File: src/rtl/fifo_dac_pkg.sv
// Shared definitions for the FX2 FIFO to DAC sample scheduler.
package fifo_dac_pkg;

    localparam int unsigned STATE_W = 2;
    localparam logic [7:0]  IDLE_CODE_DEFAULT = 8'h80;

    typedef enum logic [STATE_W-1:0] {
        ST_IDLE  = 2'd0,
        ST_PRIME = 2'd1,
        ST_RUN   = 2'd2,
        ST_UNDER = 2'd3
    } state_e;

    // Playback states in which the sample clock runs.
    function automatic logic is_playing(state_e s);
        return (s == ST_RUN) || (s == ST_UNDER);
    endfunction

endpackage

File: src/rtl/rate_tick_gen.sv
// Sample-period phase counter; tick_c marks phase 0 while the clock is enabled.
module rate_tick_gen #(
    parameter int unsigned DIV_W = 26
) (
    input  logic             clk,
    input  logic             rst,
    input  logic             active,
    input  logic [DIV_W-1:0] div,
    output logic             tick_c
);

    logic [DIV_W-1:0] cnt_q;
    logic [DIV_W-1:0] cnt_d;
    logic [DIV_W-1:0] last;

    // A period of 0 behaves as 1; wrapping on >= also catches a lowered divider.
    always_comb begin
        last  = (div == '0) ? '0 : div - DIV_W'(1);
        cnt_d = cnt_q;
        if (!active) begin
            cnt_d = '0;
        end else if (cnt_q >= last) begin
            cnt_d = '0;
        end else begin
            cnt_d = cnt_q + DIV_W'(1);
        end
    end

    always_ff @(posedge clk) begin
        if (rst) begin
            cnt_q <= '0;
        end else begin
            cnt_q <= cnt_d;
        end
    end

    assign tick_c = active && (cnt_q == '0);

endmodule

File: src/rtl/fifo_dac_scheduler.sv
// Paces reads from the FX2 slave FIFO into a DAC register, tracking underruns.
module fifo_dac_scheduler
    import fifo_dac_pkg::*;
#(
    parameter int unsigned       DIV_W     = 26,
    parameter int unsigned       DATA_W    = 8,
    parameter int unsigned       CNT_W     = 16,
    parameter logic [DATA_W-1:0] IDLE_CODE = DATA_W'(IDLE_CODE_DEFAULT)
) (
    input  logic              CLK,
    input  logic              RST,
    input  logic              EN,
    input  logic [DIV_W-1:0]  DIV,
    input  logic              UR_MODE,
    input  logic              CLR_CNT,
    input  logic              FLAG_NE,
    input  logic [DATA_W-1:0] FD_IN,
    output logic              SLRDN,
    output logic [DATA_W-1:0] DAC_DATA,
    output logic              SAMPLE_STB,
    output logic [CNT_W-1:0]  UR_CNT,
    output logic [1:0]        STATE
);

    state_e              state_q;
    state_e              state_d;
    logic                active;
    logic                tick;
    logic                rd;
    logic                ur;
    logic [DATA_W-1:0]   dac_q;
    logic [DATA_W-1:0]   dac_d;
    logic                stb_q;
    logic                stb_d;
    logic [CNT_W-1:0]    ur_cnt_q;
    logic [CNT_W-1:0]    ur_cnt_d;

    // Dropping EN stops the sample clock immediately, so no read or count on abort.
    assign active = EN && is_playing(state_q);

    rate_tick_gen #(
        .DIV_W (DIV_W)
    ) u_rate_tick_gen (
        .clk    (CLK),
        .rst    (RST),
        .active (active),
        .div    (DIV),
        .tick_c (tick)
    );

    assign rd = tick && FLAG_NE && !RST;
    assign ur = tick && !FLAG_NE;

    always_ff @(posedge CLK) begin
        if (RST) begin
            state_q <= ST_IDLE;
        end else begin
            state_q <= state_d;
        end
    end

    always_comb begin
        state_d = state_q;
        if (!EN) begin
            state_d = ST_IDLE;
        end else begin
            case (state_q)
                ST_IDLE:  state_d = ST_PRIME;
                ST_PRIME: if (FLAG_NE) state_d = ST_RUN;
                ST_RUN:   if (ur) state_d = ST_UNDER;
                ST_UNDER: if (tick && FLAG_NE) state_d = ST_RUN;
                default:  state_d = ST_IDLE;
            endcase
        end
    end

    always_comb begin
        SLRDN    = !rd;
        stb_d    = rd;
        dac_d    = dac_q;
        ur_cnt_d = ur_cnt_q;
        if (!EN) begin
            dac_d = IDLE_CODE;
        end else if (rd) begin
            dac_d = FD_IN;
        end else if (ur && UR_MODE) begin
            dac_d = IDLE_CODE;
        end
        if (CLR_CNT) begin
            ur_cnt_d = '0;
        end else if (ur && !(&ur_cnt_q)) begin
            ur_cnt_d = ur_cnt_q + CNT_W'(1);
        end
    end

    always_ff @(posedge CLK) begin
        if (RST) begin
            dac_q    <= IDLE_CODE;
            stb_q    <= 1'b0;
            ur_cnt_q <= '0;
        end else begin
            dac_q    <= dac_d;
            stb_q    <= stb_d;
            ur_cnt_q <= ur_cnt_d;
        end
    end

    assign DAC_DATA   = dac_q;
    assign SAMPLE_STB = stb_q;
    assign UR_CNT     = ur_cnt_q;
    assign STATE      = state_q;

endmodule

File: config.mk
export PLATFORM = sky130hd
export DESIGN_NAME = fifo_dac_scheduler
export DESIGN_NICKNAME = d
export VERILOG_FILES = /design/src/rtl/fifo_dac_pkg.sv /design/src/rtl/rate_tick_gen.sv /design/src/rtl/fifo_dac_scheduler.sv
export SDC_FILE = /design/constraint.sdc
export NUM_CORES = 1
export LEC_CHECK = 0
export CAP_MARGIN = 25
export CORE_MARGIN = 3
export CORE_UTILIZATION = 53
export CTS_CLUSTER_DIAMETER = 150
export CTS_CLUSTER_SIZE = 25
export DETAILED_ROUTE_END_ITERATION = 16
export PLACE_DENSITY_LB_ADDON = 0.12
export RECOVER_POWER = 50
export SLEW_MARGIN = 20
export SYNTH_ARGS = -nofsm -noshare
export SYNTH_HDL_FRONTEND = slang
export SYNTH_HIERARCHICAL = 1
export SYNTH_SLANG_ARGS = --single-unit
File: constraint.sdc
create_clock -name CLK -period 4.5 [get_ports CLK]
set_input_delay 0.9 -clock CLK [delete_from_list [all_inputs] [get_ports CLK]]
set_output_delay 0.9 -clock CLK [all_outputs]
set_load 0.05 [all_outputs]
# Word level (Yosys, flattened, before mapping)
# Index checks and enable logic that the tools add are counted.
# totals
regBits,53
latch_bits,0
mem_bits_rw,0
rom_bits,0
elab_cells,45
memories,0
# op_classes
addsub,3
multipliers,0
div_mod_pow,0
n_lt_le_gt_ge,1
n_eq_ne,6
shift,0
muxes,7
n_bitwise,2
reduce_logical,21
# op_table
operator,n
$logic_not A26 Y1,2
$add A26 B1 Y26 const B,1
$ge A26 B26 Y1,1
$mux W26,1
$sub A26 B1 Y26 const B,1
$add A16 B1 Y16 const B,1
$mux W8,2
$reduce_and A16 Y1,1
$pmux W2 S4,1
$logic_and A1 B1 Y1,7
$mux W2,3
$eq A2 B2 Y1 const B,2
$logic_not A1 Y1,4
$ne A2 B2 Y1 const B,2
$reduce_or A2 Y1,2
$reduce_and A3 Y1,1
$reduce_or A3 Y1,1
$eq A2 B1 Y1 const B,1
$logic_not A2 Y1,1
$ne A2 B1 Y1 const B,1
$not A1 Y1,2
$reduce_bool A2 Y1,1
$logic_or A1 B1 Y1,1

# Depth between registers and ports, before layout
# depth
ltp_word,8
mapped_depth,16
depth_no_buf,14

# Hierarchy
# Netlist, hierarchy kept.
# modules_own_cells
mod,instances,cells_each,area_each_um2
rate_tick_gen,1,315,2341.0
fifo_dac_scheduler,1,143,1251.2

# Worst setup path after synthesis
# Ideal clock, no wire load.
# synth_path
kind,input to register
startpoint,in DIV[13]
endpoint,reg u_rate_tick_gen.cnt_q[1]
setup_ns,0.065
arrival_ns,3.905
required_ns,4.435
path_slack_ns,0.530
cell_stages,13
cell_sequence,or4_4 or4_4 nor2_1 nand3b_2 and2_1 ha_1 nand2b_1 a211oi_1 nor3_1 o41ai_1 a21oi_1 clkbuf_1 nor2_1
# synth_between
elab_chain_len,4
elab_cells_between_ends,5
cone_classes,add/sub: 1; order compare: 1; mux: 1; reduce/logical: 2
# synth_rtl
item,line,source
"start, declared",fifo_dac_scheduler.sv:13,"input logic [DIV_W-1:0] DIV,"
$sub A26 B1 Y26 / $logic_not A26 Y1 (equally long branches),rate_tick_gen.sv:18,last = (div == '0) ? '0 : div - DIV_W'(1);
$mux W26 (*),rate_tick_gen.sv:18,
$ge A26 B26 Y1 (*),rate_tick_gen.sv:22,end else if (cnt_q >= last) begin
$reduce_or A3 Y1 (no source line) (*),n/a,
"end signal, assigned",rate_tick_gen.sv:33,cnt_q <= cnt_d;
"end, declared",rate_tick_gen.sv:12,logic [DIV_W-1:0] cnt_q;
# Mark *: on every way between the ends. The rest lies on a longest branch, timed or not.
# A chain may end at the register's enable or synchronous reset.

# Worst setup path after layout
# layout_path
startpoint,in EN
endpoint,out SLRDN
# layout_between
elab_chain_len,5
# layout_rtl
item,line,source
"start, declared",fifo_dac_scheduler.sv:12,"input logic EN,"
$logic_and A1 B1 Y1,fifo_dac_scheduler.sv:39,assign active = EN && is_playing(state_q);
net active,fifo_dac_scheduler.sv:27,logic active;
$logic_and A1 B1 Y1,rate_tick_gen.sv:37,assign tick_c = active && (cnt_q == '0);
net tick,fifo_dac_scheduler.sv:28,logic tick;
$logic_and A1 B1 Y1 (2 in a row),fifo_dac_scheduler.sv:51,assign rd = tick && FLAG_NE && !RST;
$logic_not A1 Y1,fifo_dac_scheduler.sv:78,SLRDN = !rd;
"end, declared",fifo_dac_scheduler.sv:18,"output logic SLRDN,"
# The timed path passes the listed nets, and every way through them passes these cells.

==> metrics.yaml <==
status: "finished, final reports clean"
die_x_um: 88.3
finalNonFillerCells: 608
routed_wl_um: 8510
start_util_pct: 55.6
cts_tree: "yes"
syn_to_final_growth_pct: 25.0
wl_per_cell_um: 14.0
grt_max_degree: 27
place_inst: 600
switchingPower_mw: 0.205
synth_cells: 458
syn_nets: 528
ios: 68
setup_viol: 0
drtIter0Drc: 158
yosys_warnings: 6
gp_congestion: 0.824
pwr-share-seq_pct: 56.1
std_cell_rows: 29
cp-endpoint: "SLRDN"
clockBufferDepth: 2
vias: 3503
post_cts_buffers: 0
synth_edf_count: 0
crit_start: "EN"
swShare_pct: 24.5
worst_r2r_path_depth: 8
seqCellArea_mm2: 0.00106
grt_pass1_vias: 3273
worst_setup_path_end_kind: "output port"
cp-start-kind: "input port"
r2r_start: "u_rate_tick_gen/cnt_q[2]"
period_needed_ps: 4150
hpwlAfterDp_um: 6700
fmax_mhz: 241
min_path_type: "reg -> reg"
final_nets: 600
numCtsBuffers: 5
intPower_mw: 0.633
cap_violations: 0
drc_errors: 0
crit_fanout: 2
powerDensity_mw_per_mm2: 187
final_common_cell: "nand2_1"
grt_overflow: 0
synth_cell_type_count: 52
worstMarginPinSlew_ps: 929
rr_endpoint: "UR_CNT[15]"
slew_viol_final: 0
clock_tree.root_cell: "clkbuf_8"
die-area_mm2: 0.00780
worstSkewPairLatency_ps: 300
grt_pass1_wl_um: 14300
track_usage_pct: 22.5
routed_via_density: 5.76
leakagePower_nw: 1.89
rsz0062_at_grt: "false"
diodes: 0
critPathKind: "in -> out"
fill_cells: 564
skew_ps: 5.36
drtPass1Iterations: 4
clk_pin_slew_ps: 100
ff2ff_setup_slack_ps: 1430
ys_seq_area_share_pct: 29.5
most-common-layout-cells: "nand2_1 (74), nor2_1 (54), dfxtp_1 (53), clkdlybuf4s50_1 (38), ha_1 (30)"
fin_util_pct: 69.5
syn_area_per_cell_um2: 7.84
cp.arrival_ps: 3250
cts_hold_buf: 0
htree_levels: 2
pwr-share-clk_pct: 32.2
finalHoldViolCount: 0
design.core.area_mm2: 0.00646
netlist_area_mm2: 0.00359
ant_nets: 0
die_h_um: 88.3
cp.required_ps: 3600
ys_ff_latch: 53
post-route-period-util_pct: 92.2
drive_gt1_share_pct: 5.84
port_buffers: 67
clock_sinks: 53
report.power.total_mw: 0.838
ctsResizeCount: 0
synthFlopType: "dfxtp_1"
p_comb_share_pct: 11.7
ys_async_sr_fraction_pct: 0
antenna_found_initial: 0
setup_tns_ps: 0
multi_input_area_mm2: 0.00246
whs_ps: 507
peakVddDrop_mv: 0.124
slew_headroom_pct: 37.5
==> Yosys cell counts (all sizes together) (2+ instances only) <==
cell type	count	share of area (%)
a211oi	2	0.42
a21o	2	0.42
a21oi	24	3.3
a22oi	7	1.5
and2	5	0.87
and3	7	1.2
and4	5	1.2
buf	2	0.42
clkbuf	10	1.0
dfxtp	53	30
ha	30	10
inv	8	0.84
nand2	74	7.7
nand2b	5	0.87
nand3	13	2.0
nand3b	2	0.52
nand4	21	3.8
nor2	54	5.6
nor2b	4	0.70
nor3	13	2.0
nor3b	3	0.63
nor4	14	2.6
o211a	2	0.56
o211ai	5	1.0
o21ai	11	1.5
o31ai	5	1.0
o41ai	2	0.49
or2	3	0.59
or3	7	1.3
or4	11	2.6
xnor2	22	5.4
xor2	22	5.4
==> state kept, by name (all words and copies together), names as in the netlist <==
name	flops
STATE	2
DAC_DATA	8
u_rate_tick_gen/cnt_q	26
SAMPLE_STB	1
UR_CNT	16
==> power groups by stage <==
stage / Clock, mW / Combinational (mW) / Sequential (mW)
3_3_place_gp: 0 / 0.0959 / 0.481
3_5_place_dp: 0 / 0.0986 / 0.481
5_1_grt: 0.299 / 0.108 / 0.471
2_1_floorplan: 0 / 0.0400 / 0.484
4_1_cts: 0.277 / 0.0990 / 0.470
6_report: 0.270 / 0.0978 / 0.470
==> cell families after synthesis <==
| logic type | Yosys count | synth area share [%] |
|---|---|---|
| AO/OA/AOI/OAI | 68 | 12.3 |
| XOR/XNOR | 44 | 10.7 |
| adder cells (fa/ha/maj) | 30 | 10.4 |
| buffers and inverters | 20 | 2.30 |
| flip-flops | 53 | 29.5 |
| AND/OR/NAND/NOR | 243 | 34.7 |
==> area by class of cell <==
| class | instances | share of cell area, % |
|---|---|---|
| Clock buffer | 5 | 1.53 |
| Sequential cell | 53 | 23.6 |
| Tap cell | 77 | 2.15 |
| Timing Repair Buffer | 77 | 16.8 |
| Multi-Input combinational cell | 385 | 54.7 |
| Inverter | 8 | 0.669 |
| Clock inverter | 3 | 0.502 |
==> stage by stage <==
step	setup slack, ps	area (um^2)
detailed placement	9.19	4400
global route	37.1	4490
global placement	90.6	4390
floorplan	530	3590
CTS	340	4490
finish	352	4490
==> worst max-delay path: stages <==
cell and delay (ps):
dlygate4sd3_1 560, and2_0 290, nand4_1 150, nor4_1 170, and4_1 260, and2_1 160
inv_1 60, clkdlybuf4s50_1 690
==> metal layers <==
layer  wire (um)  share of wire (%)  vias up  track usage [%]
li1            -                  -     1806                -
met1        3880                 46     1577             27.7
met2        3990                 47      103             39.4
met3         406                4.8       17             3.35
met4         237                2.8        0             8.79
met5           0                  0        -                0
==> worst min path at each step <==
| stage | startpoint | endpoint | depth (start not counted) |
|---|---|---|---|
| 2_1_floorplan | u_rate_tick_gen/cnt_q[0] | u_rate_tick_gen/cnt_q[0] | 1 |
| 3_3_place_gp | DAC_DATA[4] | DAC_DATA[4] | 2 |
| 3_5_place_dp | u_rate_tick_gen/cnt_q[0] | u_rate_tick_gen/cnt_q[0] | 1 |
| 4_1_cts | u_rate_tick_gen/cnt_q[0] | u_rate_tick_gen/cnt_q[0] | 1 |
| 5_1_grt | u_rate_tick_gen/cnt_q[0] | u_rate_tick_gen/cnt_q[0] | 1 |
| 6_report | DAC_DATA[5] | DAC_DATA[5] | 2 |
Power figures use the tool's default switching activity.
